<file path="src/rtl/fifo_pkg.sv">
// rtl/fifo_pkg.sv - shared widths, occupancy width helper and grant encodings for single-port FIFO controllers
package fifo_pkg;

    localparam int DEF_ADDR_WIDTH = 4;
    localparam int DEF_FIFO_DEPTH = 8;
    localparam int DEF_DATA_WIDTH = 16;

    // One-hot grants: bit 0 is the push/write side, bit 1 the pop/read side.
    localparam logic [1:0] GNT_NONE = 2'b00;
    localparam logic [1:0] GNT_PUSH = 2'b01;
    localparam logic [1:0] GNT_POP  = 2'b10;

    typedef enum logic {
        LAST_PUSH = 1'b0,
        LAST_POP  = 1'b1
    } last_grant_t;

    function automatic int cnt_width(input int depth);
        return $clog2(depth + 1);
    endfunction

endpackage

</file>
<file path="src/rtl/rr_arb2.sv">
// rtl/rr_arb2.sv - two-requester round-robin arbiter; rotates only when both requesters contend
module rr_arb2
    import fifo_pkg::*;
(
    input  logic       clk,
    input  logic       rst,
    input  logic [1:0] req,
    output logic [1:0] gnt
);

    last_grant_t last_grant;

    always_comb begin
        gnt = GNT_NONE;
        if (req == 2'b11) begin
            gnt = (last_grant == LAST_POP) ? GNT_PUSH : GNT_POP;
        end else begin
            gnt = req;
        end
    end

    // Uncontested grants leave the history alone, so the first conflict after reset goes to requester 0.
    always_ff @(posedge clk or negedge rst) begin
        if (!rst) begin
            last_grant <= LAST_POP;
        end else if (req == 2'b11) begin
            last_grant <= (last_grant == LAST_POP) ? LAST_PUSH : LAST_POP;
        end
    end

endmodule

</file>
<file path="src/rtl/ram_fifo_ctrl.sv">
// rtl/ram_fifo_ctrl.sv - FIFO controller wrapping a single-port registered-read RAM
module ram_fifo_ctrl
    import fifo_pkg::*;
#(
    parameter int ADDR_WIDTH = DEF_ADDR_WIDTH,
    parameter int FIFO_DEPTH = DEF_FIFO_DEPTH,
    parameter int DATA_WIDTH = DEF_DATA_WIDTH
) (
    input  logic                              clk,
    input  logic                              rst,
    input  logic                              push_req,
    input  logic [DATA_WIDTH-1:0]             push_data,
    output logic                              push_ready,
    input  logic                              pop_req,
    output logic                              pop_ready,
    output logic                              pop_valid,
    output logic [DATA_WIDTH-1:0]             pop_data,
    output logic [cnt_width(FIFO_DEPTH)-1:0]  count,
    output logic                              full,
    output logic                              empty,
    output logic                              overflow_err,
    output logic                              underflow_err,
    output logic [ADDR_WIDTH-1:0]             ram_addr,
    output logic [DATA_WIDTH-1:0]             ram_wr_data,
    output logic                              ram_wren,
    output logic                              ram_rden,
    input  logic [DATA_WIDTH-1:0]             ram_rd_data
);

    localparam int                    CNT_W     = cnt_width(FIFO_DEPTH);
    localparam logic [ADDR_WIDTH-1:0] LAST_IDX  = ADDR_WIDTH'(FIFO_DEPTH - 1);
    localparam logic [CNT_W-1:0]      DEPTH_CNT = CNT_W'(FIFO_DEPTH);

    logic [ADDR_WIDTH-1:0] wr_ptr;
    logic [ADDR_WIDTH-1:0] rd_ptr;
    logic                  push_ok;
    logic                  pop_ok;
    logic [1:0]            gnt;
    logic                  push_gnt;
    logic                  pop_gnt;

    assign full    = (count == DEPTH_CNT);
    assign empty   = (count == '0);
    assign push_ok = push_req & ~full;
    assign pop_ok  = pop_req & ~empty;

    rr_arb2 u_arb (
        .clk (clk),
        .rst (rst),
        .req ({pop_ok, push_ok}),
        .gnt (gnt)
    );

    assign push_gnt    = (gnt == GNT_PUSH);
    assign pop_gnt     = (gnt == GNT_POP);
    assign push_ready  = push_gnt;
    assign pop_ready   = pop_gnt;
    assign ram_wren    = push_gnt;
    assign ram_rden    = pop_gnt;
    assign ram_wr_data = push_data;
    assign pop_data    = ram_rd_data;

    always_comb begin
        ram_addr = '0;
        if (push_gnt) begin
            ram_addr = wr_ptr;
        end else if (pop_gnt) begin
            ram_addr = rd_ptr;
        end
    end

    // The RAM registers its read, so pop_valid is simply the pop grant delayed by one cycle.
    always_ff @(posedge clk or negedge rst) begin
        if (!rst) begin
            wr_ptr        <= '0;
            rd_ptr        <= '0;
            count         <= '0;
            pop_valid     <= 1'b0;
            overflow_err  <= 1'b0;
            underflow_err <= 1'b0;
        end else begin
            pop_valid <= pop_gnt;
            if (push_gnt) begin
                wr_ptr <= (wr_ptr == LAST_IDX) ? '0 : wr_ptr + ADDR_WIDTH'(1);
                count  <= count + CNT_W'(1);
            end else if (pop_gnt) begin
                rd_ptr <= (rd_ptr == LAST_IDX) ? '0 : rd_ptr + ADDR_WIDTH'(1);
                count  <= count - CNT_W'(1);
            end
            if (push_req && full) begin
                overflow_err <= 1'b1;
            end
            if (pop_req && empty) begin
                underflow_err <= 1'b1;
            end
        end
    end

endmodule
</file>
<file path="config.mk">
export PLATFORM = sky130hd
export DESIGN_NAME = ram_fifo_ctrl
export DESIGN_NICKNAME = d
export VERILOG_FILES = /design/src/rtl/fifo_pkg.sv /design/src/rtl/rr_arb2.sv /design/src/rtl/ram_fifo_ctrl.sv
export SDC_FILE = /design/constraint.sdc
export NUM_CORES = 1
export LEC_CHECK = 0
export CAP_MARGIN = 5
export CORE_MARGIN = 2
export CORE_UTILIZATION = 37
export DETAILED_ROUTE_END_ITERATION = 8
export PLACE_DENSITY = 0.92
export SETUP_SLACK_MARGIN = 0.3
export SYNTH_ARGS = -nofsm -noshare
export SYNTH_HDL_FRONTEND = slang
export SYNTH_SLANG_ARGS = --single-unit
export TNS_END_PERCENT = 50
</file>
<file path="constraint.sdc">
create_clock -name clk -period 7.9 [get_ports clk]
set_input_delay 1.975 -clock clk [delete_from_list [all_inputs] [get_ports clk]]
set_output_delay 1.975 -clock clk [all_outputs]
set_load 0.03 [all_outputs]
</file>
==> flow_summary_export.csv, run 1 <==
group,metric,value,unit
clock_tree,post-cts-setup-buffer-count,0,
grt,largest_net_degree_at_the_start_of_global_routing,20,
critical_path,timing.critical_path.buf_inv,2,
sta,finalSetupTns,0,ns
critical_path,start_kind,"primary input",
yosys,synth_seq_cells,16,
floorplanning,dieHeight,60.4,um
grt,grt_pass1_vias,730,
final_layout,fin_cells,153,
floorplanning,rows,20,
grt,track_usage,11.1,%
critical_path,cpMostUsedCell,"sky130_fd_sc_hd__clkdlybuf4s50_1",
clock_tree,cts_made_buffers,3,
power,static-leakage-power,0.495,nW
route,detail_route.wl_per_cell,14.0,um
floorplanning,die_area,3650,um^2
place,io_buffer_count,20,
clock_tree,post_cts_resize_count,0,
yosys,syn_inst,122,
floorplanning,floorplan.die.width,60.4,um
run_status,outcome,"finished clean",
critical_path,timing.critical_path.to_type,"output port",
place,dpl.hpwl,1.69,mm
yosys,post_synth_instance_area,1180,um^2
final_layout,nFillCells,297,
yosys,synthDistinctLibCells,29,
yosys,synth_top_cell_area_share,31.9,%
grt,globalRouteOverflowTotal,0,
critical_path,cp_slowest_stage_delay,0.67,ns
sta,rsz0062_at_grt,"no",
sta,timing_max_transition_violations_final,0,
flow_run,maxCapViolCount,0,
final_layout,post-route-cell-area,1180,um^2
sta,clock_skew,0.00599,ns
place,finalWeightedCongestion,0.813,
critical_path,arrival,4.36,ns
sta,setup_viol_count_final,0,
critical_path,critical-path-slowest-cell,"sky130_fd_sc_hd__clkdlybuf4s50_1",
grt,global_route_wire_length_before_repair,3.09,mm
critical_path,worstPathCellList,"clkdlybuf4s50_1 > nand3b_1 > and3_1 > ha_1 > nor2b_1 > a22o_1 > clkdlybuf4s50_1",
clock_tree,clock_sink_count,16,
clock_tree,tritoncts_clock_tree,"yes",
critical_path,cp_top_family,"buffers and inverters",
yosys,number_of_synthesized_flops_with_an_enable_pin,0,
route,drcViolationCount,0,
power,p_per_area,469,nW/um^2
route,route.final.wire_length,2.14,mm
yosys,syn_avg_cell_area,9.65,um^2
floorplanning,floorplan.core_area,3030,um^2
route,dr.pass1.iters,4,
route,route.antenna.remaining_nets,0,
place,placed_cells_incl_taps,149,
hold_path,holdCritPathClass,"flop to flop",
sta,final.min_clock_period,6.34,ns
place,placed_area,1160,um^2
route,avg_vias_per_cell,4.93,
yosys,synth_common_cells,"sky130_fd_sc_hd__buf_4 (34), sky130_fd_sc_hd__dfrtp_1 (15), sky130_fd_sc_hd__nand2_1 (9), sky130_fd_sc_hd__ha_1 (7), sky130_fd_sc_hd__nand3_1 (6)",
route,routed-via-count,755,
floorplanning,ioPinCount,85,
critical_path,timing.setup.critical_path_class,"primary input to output port",
sta,maxSlewHeadroom,52.2,%
sta,hold_viol_final,0,
clock_tree,clkLatencyLatePin,0.28,ns
yosys,postSynth.topFlopCell,"sky130_fd_sc_hd__dfrtp_1",
sta,highest_achievable_clock_rate,158,MHz
yosys,synth.area.top_cells,"sky130_fd_sc_hd__dfrtp_1 (32%), sky130_fd_sc_hd__buf_4 (22%), sky130_fd_sc_hd__ha_1 (7.4%)",
clock_tree,postCtsHoldBufs,0,
yosys,synth-seq-area-share,34.1,%
yosys,synth-async-reset-ratio,100,%
yosys,most_frequent_cell_after_synthesis,"sky130_fd_sc_hd__buf_4",
critical_path,critical_path_peak_fanout,19,
sta,max_slew.worst_pin.slew,0.714,ns
route,drt_first_iter_violations,24,
yosys,ys.warnings.count,0,
yosys,synth_top_area_cell,"sky130_fd_sc_hd__dfrtp_1",
sta,period_share,80.2,%
power,p_total,0.555,mW
power,ir_worst_vdd,0.199,mV
clock_tree,cts.reportedPaths.clkPinSlew,0.09,ns
floorplanning,initial_core_utilization,38.9,%
final_layout,antenna_cells,0,
grt,antenna_found_initial,0,
final_layout,design.final.nets,154,
clock_tree,cts.path.max_buffers,2,
clock_tree,cts_root_buf,"sky130_fd_sc_hd__clkbuf_4",
final_layout,layout-drive-gt1-share,7.34,%
clock_tree,htree_levels,1,
final_layout,syn2layout_area_growth,0.532,%
yosys,mapped_nets,166,
critical_path,crit_required,5.93,ns
logic make-up (layout without fill, tap and decap cells):
group | after synthesis | count (layout) | synth area share (%)
compound gates | 16 | 16 | 9.88
buf+inv | 41 | 28 | 24.7
simple gates | 31 | 31 | 13.9
fa+ha+maj | 8 | 8 | 9.14
flops | 16 | 16 | 34.1
xor+xnor | 5 | 5 | 3.72
mux | 5 | 5 | 4.57
final cells by class:
class / count / area (um^2) / area share, %
Clock buffer: 4 / 26.3 / 2.22
Timing Repair Buffer: 20 / 200 / 16.9
Inverter: 4 / 15.0 / 1.27
Multi-Input combinational cell: 65 / 485 / 41.0
Sequential cell: 16 / 402 / 33.9
Tap cell: 44 / 55.1 / 4.65
power by group:
part	total [mW]	internal [mW]	switching (mW)
Combinational	0.336	0.153	0.183
Clock	0.0458	0.0196	0.0262
Sequential	0.174	0.126	0.0483
placed cells by master, fill, tap and decap left out, drive strengths merged, types with 2 or more instances in the layout:
cell            n
nor3            4
o21ai           3
a21o            3
nand4           2
ha              7
clkdlybuf4s50  20
o211ai          3
mux2            3
dfrtp          15
mux2i           2
xnor2           5
and3            2
nand2           9
a21oi           2
or3             2
a22o            3
nand3           6
nand3b          3
clkbuf          4
inv             4
per-layer routing:
| layer | part of all wire (%) | vias up | wire length, um | global-route usage [%] |
|---|---|---|---|---|
| met5 | 0 | - | 0 | 0 |
| met4 | 1.1 | 0 | 23 | 4.04 |
| met3 | 6.9 | 2 | 147 | 1.49 |
| met2 | 50 | 28 | 1070 | 20.5 |
| met1 | 42 | 365 | 900 | 13.1 |
| li1 | - | 360 | - | - |
stage by stage:
step	setup slack (ns)	hold WS (ns)	utilization, %
floorplan	2.32	0.474	-
global placement	1.69	0.439	38.2
detailed placement	1.63	0.454	38.2
CTS	1.62	0.475	39.1
global route	1.49	0.490	39.1
finish	1.56	0.471	39.1
final timing paths:
path / start / to / slack, ns / cells past startpoint
hold reg to reg: underflow_err$_DFFE_PN0P_ / underflow_err$_DFFE_PN0P_ / 0.47 / 1
min in group asynchronous: rst / rd_ptr[1]$_DFFE_PN0P_ / 2.11 / 1
setup reg to reg: count[0]$_DFFE_PN0P_ / count[3]$_DFFE_PN0P_ / 4.64 / 9
max in group asynchronous: rst / count[3]$_DFFE_PN0P_ / 5.34 / 1
setup / recovery: pop_req / ram_addr[1] / 1.56 / 7
hold / removal: underflow_err$_DFFE_PN0P_ / underflow_err$_DFFE_PN0P_ / 0.47 / 1
sequential cells by signal, indices dropped and copies added (netlist names):
register / cells
underflow_err: 1
pop_valid: 1
rd_ptr: 4
count: 4
wr_ptr: 4
u_arb.last_grant: 1
overflow_err: 1
(Power assumes the default switching activity.)
==> run 2: changes to the inputs <==
Settings changed: CORE_UTILIZATION 37 to 34, PLACE_DENSITY 0.92 to 0.86.
Clock period 7.9 ns to 6.3 ns, I/O delays scaled along.
==> run 2 against run 1 <==
Compared with the run above:
- worst setup slack got worse by 0.62 ns
- via count increased by 3.7%
- first-iteration DRC count shrank 63%
==> flow_summary_export.csv, run 2 (same netlist as run 1, synthesis figures left out) <==
group,metric,value,unit
sta,finalSetupTns,0,ns
place,io_buffer_count,20,
route,route.final.wire_length,2.14,mm
sta,clock_skew,0.00215,ns
floorplanning,dieHeight,62.8,um
route,avg_vias_per_cell,5.02,
hold_path,holdCritPathClass,"flop to flop",
critical_path,cp_slowest_stage_delay,0.67,ns
clock_tree,postCtsHoldBufs,0,
final_layout,layout-drive-gt1-share,9.09,%
grt,track_usage,11.4,%
route,detail_route.wl_per_cell,13.7,um
sta,maxSlewHeadroom,52.9,%
sta,final.min_clock_period,5.35,ns
critical_path,timing.setup.critical_path_class,"primary input to output port",
floorplanning,floorplan.die.width,62.8,um
clock_tree,clkLatencyLatePin,0.28,ns
floorplanning,die_area,3950,um^2
clock_tree,clock_sink_count,16,
floorplanning,floorplan.core_area,3340,um^2
clock_tree,post_cts_resize_count,0,
final_layout,final_util,36.1,%
route,routed-via-count,783,
critical_path,start_kind,"primary input",
place,dpl.hpwl,1.66,mm
route,drt_first_iter_violations,9,
grt,globalRouteOverflowTotal,0,
sta,timing_max_transition_violations_final,0,
floorplanning,ioPinCount,85,
power,p_per_area,588,nW/um^2
final_layout,final_common_cell,"sky130_fd_sc_hd__clkdlybuf4s50_1",
place,finalWeightedCongestion,0.707,
clock_tree,cts.reportedPaths.clkPinSlew,0.09,ns
flow_run,maxCapViolCount,0,
power,ir_worst_vdd,0.230,mV
final_layout,syn2layout_area_growth,2.23,%
sta,highest_achievable_clock_rate,187,MHz
clock_tree,cts_root_buf,"sky130_fd_sc_hd__clkbuf_4",
critical_path,timing.critical_path.to_type,"output port",
sta,hold_viol_final,0,
route,route.antenna.remaining_nets,0,
clock_tree,htree_levels,1,
power,static-leakage-power,0.506,nW
grt,grt_pass1_vias,782,
critical_path,cpMostUsedCell,"sky130_fd_sc_hd__clkdlybuf4s50_1",
final_layout,largest_registers,"count x4, rd_ptr x4, wr_ptr x4",
sta,finalHoldWorstSlack,0.467,ns
grt,global_route_wire_length_before_repair,3.58,mm
grt,largest_net_degree_at_the_start_of_global_routing,17,
clock_tree,cts.path.max_buffers,2,
floorplanning,initial_core_utilization,35.3,%
grt,antenna_found_initial,0,
floorplanning,rows,21,
route,dr.pass1.iters,4,
run_status,outcome,"finished clean",
final_layout,layout_common_cells,"sky130_fd_sc_hd__clkdlybuf4s50_1 (20), sky130_fd_sc_hd__dfrtp_1 (15), sky130_fd_sc_hd__nand2_1 (9)",
critical_path,crit_required,4.72,ns
sta,max_slew.worst_pin.slew,0.705,ns
critical_path,worstPathCellList,"clkdlybuf4s50_1 > nand3b_1 > and3_1 > ha_1 > nor2b_1 > a22o_1 > clkdlybuf4s50_1",
critical_path,critical_path_peak_fanout,7,
sta,setup_viol_count_final,0,
critical_path,critical-path-slowest-cell,"sky130_fd_sc_hd__clkdlybuf4s50_1",
critical_path,timing.critical_path.buf_inv,2,
clock_tree,tritoncts_clock_tree,"yes",
clock_tree,post-cts-setup-buffer-count,0,
final_layout,antenna_cells,0,
sta,rsz0062_at_grt,"no",
route,drcViolationCount,0,
critical_path,cp_top_family,"buffers and inverters",
clock_tree,cts_made_buffers,3,
critical_path,arrival,3.78,ns
final_layout,design.final.nets,155,
sta,period_share,85.0,%
run 2: cell types whose count changed in the layout (fill, tap and decap cells not counted):
cell	previous run	this run
sky130_fd_sc_hd__buf_4	0	1
sky130_fd_sc_hd__clkbuf_1	1	0
sky130_fd_sc_hd__clkbuf_8	0	1
run 2: report_power, final:
group	internal (mW)	switching, mW
Clock	0.0352	0.0330
Combinational	0.193	0.227
Sequential	0.157	0.0629
run 2: final timing paths:
check	to	cells after the start	slack (ns)	from
max reg2reg	count[3]$_DFFE_PN0P_	10	3.26	count[0]$_DFFE_PN0P_
min in group asynchronous	rd_ptr[1]$_DFFE_PN0P_	1	1.70	rst
max in group asynchronous	count[0]$_DFFE_PN0P_	1	4.15	rst
min	underflow_err$_DFFE_PN0P_	1	0.47	underflow_err$_DFFE_PN0P_
max	ram_addr[2]	7	0.95	pop_req
min reg2reg	underflow_err$_DFFE_PN0P_	1	0.47	underflow_err$_DFFE_PN0P_
run 2: final cells by class:
class / count / area [um^2]
fillers: 334 / 2130
repair buffers: 21 / 208
clock buffers: 4 / 36.3
multi-input cells: 65 / 485
inverters: 4 / 15.0
well taps: 46 / 57.6
flip-flops and latches: 16 / 402
run 2: per-stage QoR:
stage	worst slack (ns)	total power, mW	area, um^2	std cells
2_1_floorplan	1.52	0.542	1180	122
3_3_place_gp	1.03	0.617	1170	152
3_5_place_dp	0.954	0.642	1170	152
4_1_cts	0.950	0.712	1200	156
5_1_grt	0.726	0.757	1200	156
6_report	0.946	0.708	1200	156
run 2: routing by layer:
layer / track usage, % / up-vias / part of all wire [%]
met3: 5.59 / 2 / 7.3
met4: 2.78 / 0 / 0.51
met5: 0 / - / 0
met1: 12.1 / 396 / 39
li1: - / 362 / -
met2: 20.2 / 23 / 53
run 2: worst register-to-register path: cells and delay by family, from the launching register on:
| kind | cells | cell delay (ns) |
|---|---|---|
| fa+ha+maj | 2 | 0.66 |
| flops | 1 | 0.48 |
| simple gates | 4 | 1.23 |
| compound gates | 2 | 0.20 |
| buf+inv | 2 | 0.35 |
